**src/rtl/spi_cntrl_if.sv**
```systemverilog
// Byte-level request bus between user logic and spi_cntrl.
//   start         : request a byte transfer
//   data_to_send  : byte to transmit, sampled on the accepting cycle
//   hold_cs       : keep chip select low after this byte
//   data_received : last byte shifted in from MISO
//   busy          : controller is not idle
//   done          : one-cycle pulse when a byte completes
// master = user logic issuing requests, slave = the controller.
interface spi_cntrl_if;
  logic       start;
  logic [7:0] data_to_send;
  logic       hold_cs;
  logic [7:0] data_received;
  logic       busy;
  logic       done;

  modport master (
    output start, data_to_send, hold_cs,
    input  data_received, busy, done
  );

  modport slave (
    input  start, data_to_send, hold_cs,
    output data_received, busy, done
  );
endinterface

```
**src/rtl/spi_cntrl.sv**
```systemverilog
// SPI main controller: mode 0, MSB first, 8-bit frames.
//   clk, rst  : system clock, synchronous active-high reset
//   bus       : byte request bus (slave side of spi_cntrl_if)
//   SPI_SCLK  : serial clock, idles low, period 2*H system clocks
//   SPI_MOSI  : serial data out, changes with SCLK falling / CS falling
//   SPI_MISO  : serial data in, sampled on the clock edge that raises SCLK
//   SPI_CS    : active-low chip select; may stay low across bytes (hold_cs)
// All outputs are registered.
module spi_cntrl #(
  parameter int unsigned CLK_FREQUENCY  = 100_000_000,
  parameter int unsigned SCLK_FREQUENCY = 500_000
) (
  input  logic       clk,
  input  logic       rst,
  spi_cntrl_if.slave bus,
  output logic       SPI_SCLK,
  output logic       SPI_MOSI,
  input  logic       SPI_MISO,
  output logic       SPI_CS
);

  localparam int unsigned H  = CLK_FREQUENCY / (2 * SCLK_FREQUENCY);
  localparam int unsigned CW = $clog2(H + 1);

  generate
    if (H < 2 || (CLK_FREQUENCY % (2 * SCLK_FREQUENCY)) != 0) begin : g_bad_ratio
      $error("spi_cntrl: CLK_FREQUENCY/(2*SCLK_FREQUENCY) must be an integer >= 2");
    end
  endgenerate

  typedef enum logic [2:0] {IDLE, LOW, HIGH, HOLD, CS_END} state_t;

  state_t          state_q, state_d;
  logic [CW-1:0]   cnt_q, cnt_d;
  logic [2:0]      bit_q, bit_d;
  logic [7:0]      tx_q, tx_d;
  logic [7:0]      rx_q, rx_d;
  logic [7:0]      rxout_q, rxout_d;
  logic            hold_q, hold_d;
  logic            sclk_q, sclk_d;
  logic            mosi_q, mosi_d;
  logic            cs_q, cs_d;
  logic            done_q, done_d;
  logic            busy_q, busy_d;

  logic            phase_last;
  assign phase_last = (cnt_q == CW'(H - 1));

  always_ff @(posedge clk) begin
    if (rst) begin
      state_q <= IDLE;
      cnt_q   <= '0;
      bit_q   <= '0;
      tx_q    <= '0;
      rx_q    <= '0;
      rxout_q <= '0;
      hold_q  <= 1'b0;
      sclk_q  <= 1'b0;
      mosi_q  <= 1'b0;
      cs_q    <= 1'b1;
      done_q  <= 1'b0;
      busy_q  <= 1'b0;
    end else begin
      state_q <= state_d;
      cnt_q   <= cnt_d;
      bit_q   <= bit_d;
      tx_q    <= tx_d;
      rx_q    <= rx_d;
      rxout_q <= rxout_d;
      hold_q  <= hold_d;
      sclk_q  <= sclk_d;
      mosi_q  <= mosi_d;
      cs_q    <= cs_d;
      done_q  <= done_d;
      busy_q  <= busy_d;
    end
  end

  always_comb begin
    state_d = state_q;
    cnt_d   = cnt_q;
    bit_d   = bit_q;
    tx_d    = tx_q;
    rx_d    = rx_q;
    rxout_d = rxout_q;
    hold_d  = hold_q;
    sclk_d  = sclk_q;
    mosi_d  = mosi_q;
    cs_d    = cs_q;
    done_d  = 1'b0;

    unique case (state_q)
      IDLE: begin
        cs_d   = 1'b1;
        sclk_d = 1'b0;
        if (bus.start) begin
          tx_d    = bus.data_to_send;
          hold_d  = bus.hold_cs;
          bit_d   = '0;
          cnt_d   = '0;
          cs_d    = 1'b0;
          mosi_d  = bus.data_to_send[7];
          state_d = LOW;
        end
      end
      LOW: begin
        if (phase_last) begin
          rx_d    = {rx_q[6:0], SPI_MISO};
          sclk_d  = 1'b1;
          cnt_d   = '0;
          state_d = HIGH;
        end else begin
          cnt_d = cnt_q + 1'b1;
        end
      end
      HIGH: begin
        if (phase_last) begin
          sclk_d = 1'b0;
          cnt_d  = '0;
          bit_d  = bit_q + 3'd1;
          tx_d   = {tx_q[6:0], 1'b0};
          mosi_d = tx_q[6];
          if (bit_q == 3'd7) begin
            rxout_d = rx_q;
            done_d  = 1'b1;
            state_d = hold_q ? HOLD : CS_END;
          end else begin
            state_d = LOW;
          end
        end else begin
          cnt_d = cnt_q + 1'b1;
        end
      end
      HOLD: begin
        cs_d   = 1'b0;
        sclk_d = 1'b0;
        if (bus.start) begin
          tx_d    = bus.data_to_send;
          hold_d  = bus.hold_cs;
          bit_d   = '0;
          cnt_d   = '0;
          mosi_d  = bus.data_to_send[7];
          state_d = LOW;
        end else if (!bus.hold_cs) begin
          // CS already rises on this edge, so the deselect count starts at 1
          // to keep CS high for exactly H cycles before IDLE.
          cs_d    = 1'b1;
          cnt_d   = CW'(1);
          state_d = CS_END;
        end
      end
      CS_END: begin
        // Entered from HIGH with count 0: CS rises one cycle after done.
        cs_d = 1'b1;
        if (cnt_q == CW'(H)) begin
          cnt_d   = '0;
          state_d = IDLE;
        end else begin
          cnt_d = cnt_q + 1'b1;
        end
      end
      default: state_d = IDLE;
    endcase

    busy_d = (state_d != IDLE);
  end

  assign SPI_SCLK          = sclk_q;
  assign SPI_MOSI          = mosi_q;
  assign SPI_CS            = cs_q;
  assign bus.data_received = rxout_q;
  assign bus.busy          = busy_q;
  assign bus.done          = done_q;

endmodule

```
**src/flat_wrapper.sv**
```systemverilog
// flat-port wrapper written by rule: the top's interface ports become plain ports
module spi_cntrl_flat 
#(
  parameter int unsigned CLK_FREQUENCY  = 100_000_000,
  parameter int unsigned SCLK_FREQUENCY = 500_000
)
  (clk, rst, SPI_SCLK, SPI_MOSI, SPI_MISO, SPI_CS, bus_start, bus_data_to_send, bus_hold_cs, bus_data_received, bus_busy, bus_done);
  spi_cntrl_if bus_i ();
  input  logic clk;
  input  logic rst;
  output logic SPI_SCLK;
  output logic SPI_MOSI;
  input  logic SPI_MISO;
  output logic SPI_CS;
  input wire logic [$bits(bus_i.start)-1:0] bus_start;
  input wire logic [$bits(bus_i.data_to_send)-1:0] bus_data_to_send;
  input wire logic [$bits(bus_i.hold_cs)-1:0] bus_hold_cs;
  output wire logic [$bits(bus_i.data_received)-1:0] bus_data_received;
  output wire logic [$bits(bus_i.busy)-1:0] bus_busy;
  output wire logic [$bits(bus_i.done)-1:0] bus_done;
  assign bus_i.start = bus_start;
  assign bus_i.data_to_send = bus_data_to_send;
  assign bus_i.hold_cs = bus_hold_cs;
  assign bus_data_received = bus_i.data_received;
  assign bus_busy = bus_i.busy;
  assign bus_done = bus_i.done;
  spi_cntrl #(.CLK_FREQUENCY(CLK_FREQUENCY), .SCLK_FREQUENCY(SCLK_FREQUENCY)) u_core (.clk(clk), .rst(rst), .bus(bus_i), .SPI_SCLK(SPI_SCLK), .SPI_MOSI(SPI_MOSI), .SPI_MISO(SPI_MISO), .SPI_CS(SPI_CS));
endmodule
```
**config.mk**
```make
export PLATFORM = sky130hd
export DESIGN_NAME = spi_cntrl_flat
export DESIGN_NICKNAME = d
export VERILOG_FILES = /design/src/rtl/spi_cntrl_if.sv /design/src/rtl/spi_cntrl.sv /design/src/flat_wrapper.sv
export SDC_FILE = /design/constraint.sdc
export NUM_CORES = 1
export LEC_CHECK = 0
export ABC_AREA = 1
export CORE_ASPECT_RATIO = 1.1
export CORE_UTILIZATION = 45
export DETAILED_ROUTE_END_ITERATION = 7
export PLACE_DENSITY = 0.72
export SLEW_MARGIN = 20
export SYNTH_ARGS = -nofsm -noshare
export SYNTH_HDL_FRONTEND = slang
export SYNTH_SLANG_ARGS = --single-unit
```
**constraint.sdc**
```tcl
create_clock -name clk -period 2 [get_ports clk]
set_input_delay 0.2 -clock clk [delete_from_list [all_inputs] [get_ports clk]]
set_output_delay 0.2 -clock clk [all_outputs]
set_load 0.01 [all_outputs]
```
**Word-level counts from Yosys, hierarchy flattened**

Index checks and enable logic that the tools add are counted.

- Input bits: 13
- Output and inout bits: 13
- Register bits: 42

- Reduce and logical (&&, ||, !) cells: 15
- Bitwise operators: 2
- Equality and inequality tests: 12
- $add $sub $neg: 2
- Muxes and demuxes: 32

Operator list:

| cell | number |
|---|---|
| $mux 7 | 7 |
| $mux 3 | 10 |
| $pmux 7 s4 | 1 |
| $pmux 3 s5 | 1 |
| $eq 7x7->1 const B | 2 |
| $pmux 7 s2 | 1 |
| $reduce_and 3->1 | 4 |
| $reduce_bool 3->1 | 3 |
| $mux 1 | 8 |
| $add 7x1->7 const B | 1 |
| $eq 3x2->1 const B | 2 |
| $eq 3x3->1 const B | 2 |
| $ne 2x1->1 const B | 3 |
| $pmux 1 s3 | 2 |
| $pmux 3 s2 | 1 |
| $reduce_and 2->1 | 2 |
| $reduce_bool 4->1 | 1 |
| $reduce_or 2->1 | 2 |
| $add 3x1->3 const B | 1 |
| $eq 3x1->1 const B | 1 |
| $logic_not 3->1 | 1 |
| $ne 3x3->1 const B | 1 |
| $reduce_or 3->1 | 1 |
| $ne 2x2->1 const B | 1 |
| 3 further kinds | 4 |

**Logic depth before layout (Yosys ltp)**

Gate-level depths: netlist of the first run.

- Word-level depth: 5
- Depth in mapped cells: 10

**Worst setup path after synthesis of the first run**

OpenSTA, ideal clock, no wires.

- Kind: register to register
- Start: register u_core.cnt_q[0]
- End: register u_core.bit_q[0]
- Path buffers: 1
- Path slack: 597 ps
- Library setup time: 114 ps
- Required time: 1886 ps
- Stages on the path, launching flop included: 8
- Period minus slack after synthesis: 1403 ps
- Data arrival time: 1289 ps
- Cell sequence: dfxtp_1 > ha_1 > nand3_2 > nand2_4 > nand3_4 > buf_6 > a21oi_1 > nor2_1

- Cells in the longest elaborated chain, start to end: 3

Ends and longest elaborated chain:

| item | RTL line | RTL |
|---|---|---|
| start: declaration | spi_cntrl.sv:34 | `logic [CW-1:0] cnt_q, cnt_d;` |
| start signal: assignment | spi_cntrl.sv:65 | `cnt_q <= cnt_d;` |
| $eq 7x7->1 | spi_cntrl.sv:47 | `assign phase_last = (cnt_q == CW'(H - 1));` |
| $ne 2x1->1 (no source line) | - |  |
| $reduce_and 3->1 (no source line) | - |  |
| end signal: assignment | spi_cntrl.sv:66 | `bit_q <= bit_d;` |
| end: declaration | spi_cntrl.sv:35 | `logic [2:0] bit_q, bit_d;` |

Every way passes these cells.
A chain may end at the register's enable or synchronous reset.

**Worst setup path after layout of the first run**

- Start: register u_core.cnt_q[0]
- End: register u_core.rxout_q[0] (netlist: u_core.bus.data_received[0])

- Cells in the longest elaborated chain, start to end: 2

Ends and longest elaborated chain:

| item | RTL line | RTL |
|---|---|---|
| $eq 7x7->1 | spi_cntrl.sv:47 |  |
| $reduce_and 3->1 (no source line) | - |  |
| end signal: assignment | spi_cntrl.sv:69 | `rxout_q <= rxout_d;` |
| end: declaration | spi_cntrl.sv:38 | `logic [7:0] rxout_q, rxout_d;` |

Every way passes these cells.

==> results.yml, run 1 <==
status:
  status: "complete, no violations"
layout:
  layout-drive-gt1-share_pct: 6.31
  final_area_um2: 2410
  areaGrowthSynthToFinish_pct: 19.2
  diodes: 0
  nets: 349
  final_cells: 387
timing:
  maxSlewHeadroom_pct: 46.6
  post-route-period-util_pct: 84.8
  hold_viol: 0
  fmax_mhz: 589
  setup_viol: 0
  setup-tns-final_ns: 0
  skew_ns: 0.00724
  drv_slew: 0
  rsz0062_at_grt: "no"
  worst_pin_slew_ns: 0.800
  finalCriticalPeriod_ns: 1.70
cts:
  cts-htree-levels: 2
  cts_buffers: 5
  cts_tree: "built"
  ctsResizeCount: 0
  cts_sinks: 42
  hold_buffers: 0
  cts_setup_buffers: 0
  clk_latency_ns: 0.29
  root_buffer: "clkbuf_8"
  clkSlewWorstSetupHoldPaths_ns: 0.08
  cts.path.max_buffers: 2
global_route:
  grt_pass1_wl_mm: 6.76
  grt_use_total_pct: 18.3
  grt_overflow_total: 0
  antenna_found_initial: 0
  grt_pass1_vias: 1637
  grt_max_degree: 32
floorplan:
  die_h_um: 72.3
  coreArea_um2: 4320
  dieArea_um2: 4760
  rows: 25
  start_util_pct: 46.8
  die_w_um: 65.9
  io_pins: 26
logic_synthesis:
  synth_seq_area_share_pct: 41.6
  dominantRegCellSynth: "dfxtp_1"
  synth_edf_count: 0
  syn_inst: 305
  synthArstFlopShare_pct: 0
  avgSynthCellArea_um2: 6.62
  synth_cell_types: 23
  ys_ff_latch: 42
  synth_commonest_cells: "nand2_1 (71), nor2_1 (64), dfxtp_1 (42)"
  yosysTopAreaCellShare_pct: 41.6
  ys_warn_count: 0
  synth_nets: 322
  syn_area_um2: 2020
  synth_top_area_cell: "dfxtp_1"
  yosysMostFrequentCell: "nand2_1"
  synthTopCellsByArea: "dfxtp_1 (42%), nand2_1 (13%), nor2_1 (12%)"
route:
  post_drt_via_cell_ratio: 4.79
  dr.pass1.iters: 4
  routed_wl_mm: 3.91
  drt-initial-drc-count: 73
  postRouteAntennaNets: 0
  wl_per_cell_um: 10.1
  vias: 1853
  drc: 0
place:
  dp.cells: 379
  dp_hpwl_mm: 2.86
  placed_area_um2: 2310
  place_congestion: 0.831
  portBuffers: 25
worst_hold_path:
  hold_path.class: "flop to flop"
  hold_start: "u_core.SPI_SCLK$_SDFFE_PP0P_"
setup_path:
  crit_type: "flop to flop"
  crit_arrival_ns: 1.93
  r2r_start: "u_core.cnt_q[0]$_SDFFE_PP0P_"
  path_max_fanout: 10
  cp-startpoint: "u_core.cnt_q[0]$_SDFFE_PP0P_"
  crit_required_ns: 2.23
  startpoint_type: "flop"
  crit_path_end_kind: "flop"
power:
  max-vdd-ir-drop_v: 0.000453
  leakage_nw: 1.14
  powerDensity_nw_per_um2: 700
run:
  maxCapViolations: 0
## worst paths after layout
path	endpoint	slack [ns]	cells past startpoint
worst min register to register	u_core.SPI_SCLK$_SDFFE_PP0P_	0.49	2
worst max-delay path	u_core.bus.data_received[0]$_SDFFE_PP0P_	0.30	7
worst min-delay path	u_core.SPI_SCLK$_SDFFE_PP0P_	0.49	2
worst max register to register	u_core.bus.data_received[0]$_SDFFE_PP0P_	0.30	7
## report_power, final
part           total (W)  switching [W]  internal [W]
logic           0.000237       0.000142     0.0000948
registers       0.000892      0.0000179      0.000874
clock network   0.000555       0.000278      0.000277
total            0.00168       0.000438       0.00125
## flip-flops by register name, indices dropped and copies added, names as in the netlist
signal,flops
u_core.tx_q,7
u_core.bus.data_received,8
u_core.SPI_CS,1
u_core.cnt_q,7
u_core.state_q,3
u_core.bus.busy,1
u_core.SPI_MOSI,1
u_core.bit_q,3
u_core.bus.done,1
u_core.SPI_SCLK,1
u_core.hold_q,1
u_core.rx_q,8
## through the flow
stage	utilization [%]	power, W	hold slack [ns]	worst slack, ns
6_report	55.8	0.00168	0.486	0.303
5_1_grt	55.8	0.00179	0.514	0.126
4_1_cts	55.8	0.00170	0.488	0.276
3_5_place_dp	53.6	0.00115	0.476	0.285
3_3_place_gp	53.6	0.00114	0.467	0.310
2_1_floorplan	-	0.00108	0.335	0.597
## cell type report
class	count	area [um^2]
fill	435	1910
multi-input combinational	218	1000
sequential	42	841
timing repair buffer	26	258
inverter	39	146
clock buffer	6	82.6
tap	54	67.6
clock inverter	2	12.5
## placed cells by master, fill, tap and decap left out
| master | netlist | routed |
|---|---|---|
| nand2_1 | 71 | 71 |
| nor2_1 | 64 | 64 |
| dfxtp_1 | 42 | 42 |
| inv_1 | 36 | 36 |
| o21ai_0 | 30 | 30 |
| clkdlybuf4s50_1 | 0 | 25 |
| nand3_1 | 23 | 23 |
| a21oi_1 | 9 | 9 |
| clkbuf_8 | 0 | 6 |
| nand4_1 | 5 | 5 |
| ha_1 | 4 | 4 |
| inv_2 | 3 | 3 |
| nand2_2 | 3 | 3 |
| nor2_2 | 2 | 2 |
| nor3_1 | 1 | 1 |
| nand3_2 | 1 | 1 |
| nor2_4 | 1 | 1 |
| nand2_4 | 1 | 1 |
| nand3_4 | 1 | 1 |
| nand3b_1 | 1 | 1 |
| a21boi_0 | 1 | 1 |
| clkinv_2 | 0 | 1 |
| clkinvlp_4 | 0 | 1 |
| buf_4 | 0 | 1 |
## metal layers
layer | part of all wire, % | track usage, % | up-vias
met5 | 0 | 0 | -
met4 | 1.5 | 7.00 | 0
met3 | 2.2 | 5.50 | 5
met2 | 46 | 29.6 | 16
met1 | 50 | 22.8 | 819
li1 | - | - | 1013
## logic make-up (layout without fill, tap and decap cells)
family                     after synthesis  in the layout  share of synthesized area, %
buffers and inverters                   45             73                          8.86
DFF                                     42             42                          41.6
AOI/OAI and AO/OA                       40             40                          10.0
adders and majority gates                4              4                          2.48
and+or+nand+nor                        174            174                          37.0
## worst max-delay path, stage by stage, from the launching register on
cell and delay (ns):
dfxtp_1 0.39, ha_1 0.25, nand2_1 0.07, nor2_1 0.32, nand2_2 0.21, inv_1 0.24, nor2_1 0.07, nor2_1 0.09
Note: power is estimated with default switching activity, not from simulation.
==> inputs of run 2 (changes only) <==
--- a/config.mk
+++ b/config.mk
@@ -9,7 +9,7 @@
 export CORE_ASPECT_RATIO = 1.1
 export CORE_UTILIZATION = 45
 export DETAILED_ROUTE_END_ITERATION = 7
-export PLACE_DENSITY = 0.72
+export PLACE_DENSITY = 0.75
 export SLEW_MARGIN = 20
 export SYNTH_ARGS = -nofsm -noshare
 export SYNTH_HDL_FRONTEND = slang
==> constraint.sdc (replaced) <==
create_clock -name clk -period 1.5 [get_ports clk]
set_input_delay 0.15 -clock clk [delete_from_list [all_inputs] [get_ports clk]]
set_output_delay 0.15 -clock clk [all_outputs]
set_load 0.01 [all_outputs]
==> run 2 against run 1 <==
Net effect:
- largest power group unchanged
- final cell count is 4.9% higher
- non-clock buffer count is 17 higher
- register-to-register slack worse by 0.19 ns
- sequential power is 33% higher
- critical path type unchanged
==> results.yml, run 2 (synthesized netlist as in run 1, its figures left out) <==
status:
  status: "complete, no violations"
layout:
  fillerInstances: 403
  layout_commonest_cell: "nand2_1"
  multi_input_area_um2: 1040
  diodes: 0
  seq_area_um2: 842
  final_cell_mix: "nand2_1 (72), nor2_1 (62), dfxtp_1 (41), inv_1 (35), o21ai_0 (29)"
  layout-drive-gt1-share_pct: 12.2
  nets: 368
  areaGrowthSynthToFinish_pct: 28.2
setup_path:
  crit_chain: "nor2_1, nand2_1, nand2_2, inv_2, nand2_2, nand3_4, a21oi_1, nor2_1"
  critPathMaxStageDelay_ns: 0.36
  ff2ff_path_depth: 8
  crit_type: "flop to flop"
  crit_arrival_ns: 1.58
  crit_required_ns: 1.69
  startpoint_type: "flop"
  critical-path-slowest-cell: "dfxtp_1"
  crit_path_end_kind: "flop"
  path_max_fanout: 10
cts:
  cts_buffers: 5
  clk_latency_ns: 0.29
  hold_buffers: 0
  cts-htree-levels: 2
  cts.path.max_buffers: 2
  root_buffer: "clkbuf_8"
  clkSlewWorstSetupHoldPaths_ns: 0.08
  cts_tree: "built"
  cts_sinks: 42
place:
  place_congestion: 0.865
  dp_hpwl_mm: 3.18
  portBuffers: 25
  place_ws_ns: -0.0438
timing:
  drv_slew: 0
  maxSlewHeadroom_pct: 79.9
  hold_viol: 0
  worst_pin_slew_ns: 0.301
  finalWorstSetupSlack_ns: 0.114
  skew_ns: 0.00517
  setup_viol: 0
  post-route-period-util_pct: 92.4
  finalCriticalPeriod_ns: 1.39
  whs_ns: 0.442
  fmax_mhz: 722
route:
  routed_wl_mm: 4.40
  drt-initial-drc-count: 104
  drc: 0
  dr.pass1.iters: 6
  postRouteAntennaNets: 0
  vias: 1952
  post_drt_via_cell_ratio: 4.81
  wl_per_cell_um: 10.8
floorplan:
  dieArea_um2: 4760
  io_pins: 26
  rows: 25
  die_w_um: 65.9
  coreArea_um2: 4320
  die_h_um: 72.3
  start_util_pct: 46.8
global_route:
  grt_max_degree: 20
  antenna_found_initial: 0
  grt_use_total_pct: 19.3
  grt_pass1_wl_mm: 7.04
  grt_overflow_total: 0
  grt_pass1_vias: 1647
power:
  powerDensity_nw_per_um2: 930
  leakage_nw: 1.23
  max-vdd-ir-drop_v: 0.000756
worst_hold_path:
  min_path_cells: 3
  hold_path.class: "input port to flop"
run:
  maxCapViolations: 0
run 2: final timing paths:
kind,startpoint,slack [ns],endpoint
worst max register to register,u_core.state_q[1]$_SDFF_PP0_,0.11,u_core.bit_q[0]$_SDFFE_PP0P_
worst min-delay path,SPI_MISO,0.44,u_core.rx_q[0]$_SDFFE_PP0P_
worst max-delay path,u_core.state_q[1]$_SDFF_PP0_,0.11,u_core.bit_q[0]$_SDFFE_PP0P_
worst min register to register,u_core.SPI_SCLK$_SDFFE_PP0P_,0.48,u_core.SPI_SCLK$_SDFFE_PP0P_
run 2: timing repair:
item / 4_1_cts / 5_1_grt
endpoints found under the setup margin: 5 / 35
hold endpoints to repair: 0 / 0
buffers inserted: 0 / 4
cloned: 0 / 2
gates resized for setup: 2 / 7
pin swaps: 0 / 3
run 2: report_power, final:
part / leakage, nW / internal, W / switching, W
clock: 0.0524 / 0.000498 / 0.000370
sequential: 0.343 / 0.00117 / 0.0000238
combinational: 0.840 / 0.000150 / 0.000200
run 2: area by class of cell:
type / instances / share of cell area, %
multi-input combinational: 220 / 40.2
sequential: 42 / 32.5
timing repair buffer: 43 / 14.9
inverter: 39 / 5.65
clock buffer: 7 / 2.95
tap: 54 / 2.61
clock inverter: 1 / 1.16
run 2: critical path, delay by kind of cell (launching register included):
| kind | cells | cell delay (ns) |
|---|---|---|
| compound gates | 1 | 0.15 |
| buf+inv | 1 | 0.07 |
| flops | 1 | 0.36 |
| simple gates | 6 | 0.69 |
run 2: metrics by stage:
step	cell area (um^2)	instances	TNS, ns	utilization, %	power, W
2_1_floorplan	2020	305	0	-	0.00144
3_3_place_gp	2410	392	-0.0249	55.8	0.00155
3_5_place_dp	2410	392	-0.0474	55.8	0.00155
4_1_cts	2520	400	0	58.5	0.00242
5_1_grt	2590	406	-0.00563	60.0	0.00253
6_report	2590	406	0	60.0	0.00241
run 2: metal layers:
layer	vias to the layer above	GRT usage, %	share of wire, %
met5	-	0	0
met4	0	7.25	1.4
met3	4	4.72	3.2
met2	39	31.3	49
met1	858	24.7	46
li1	1051	-	-
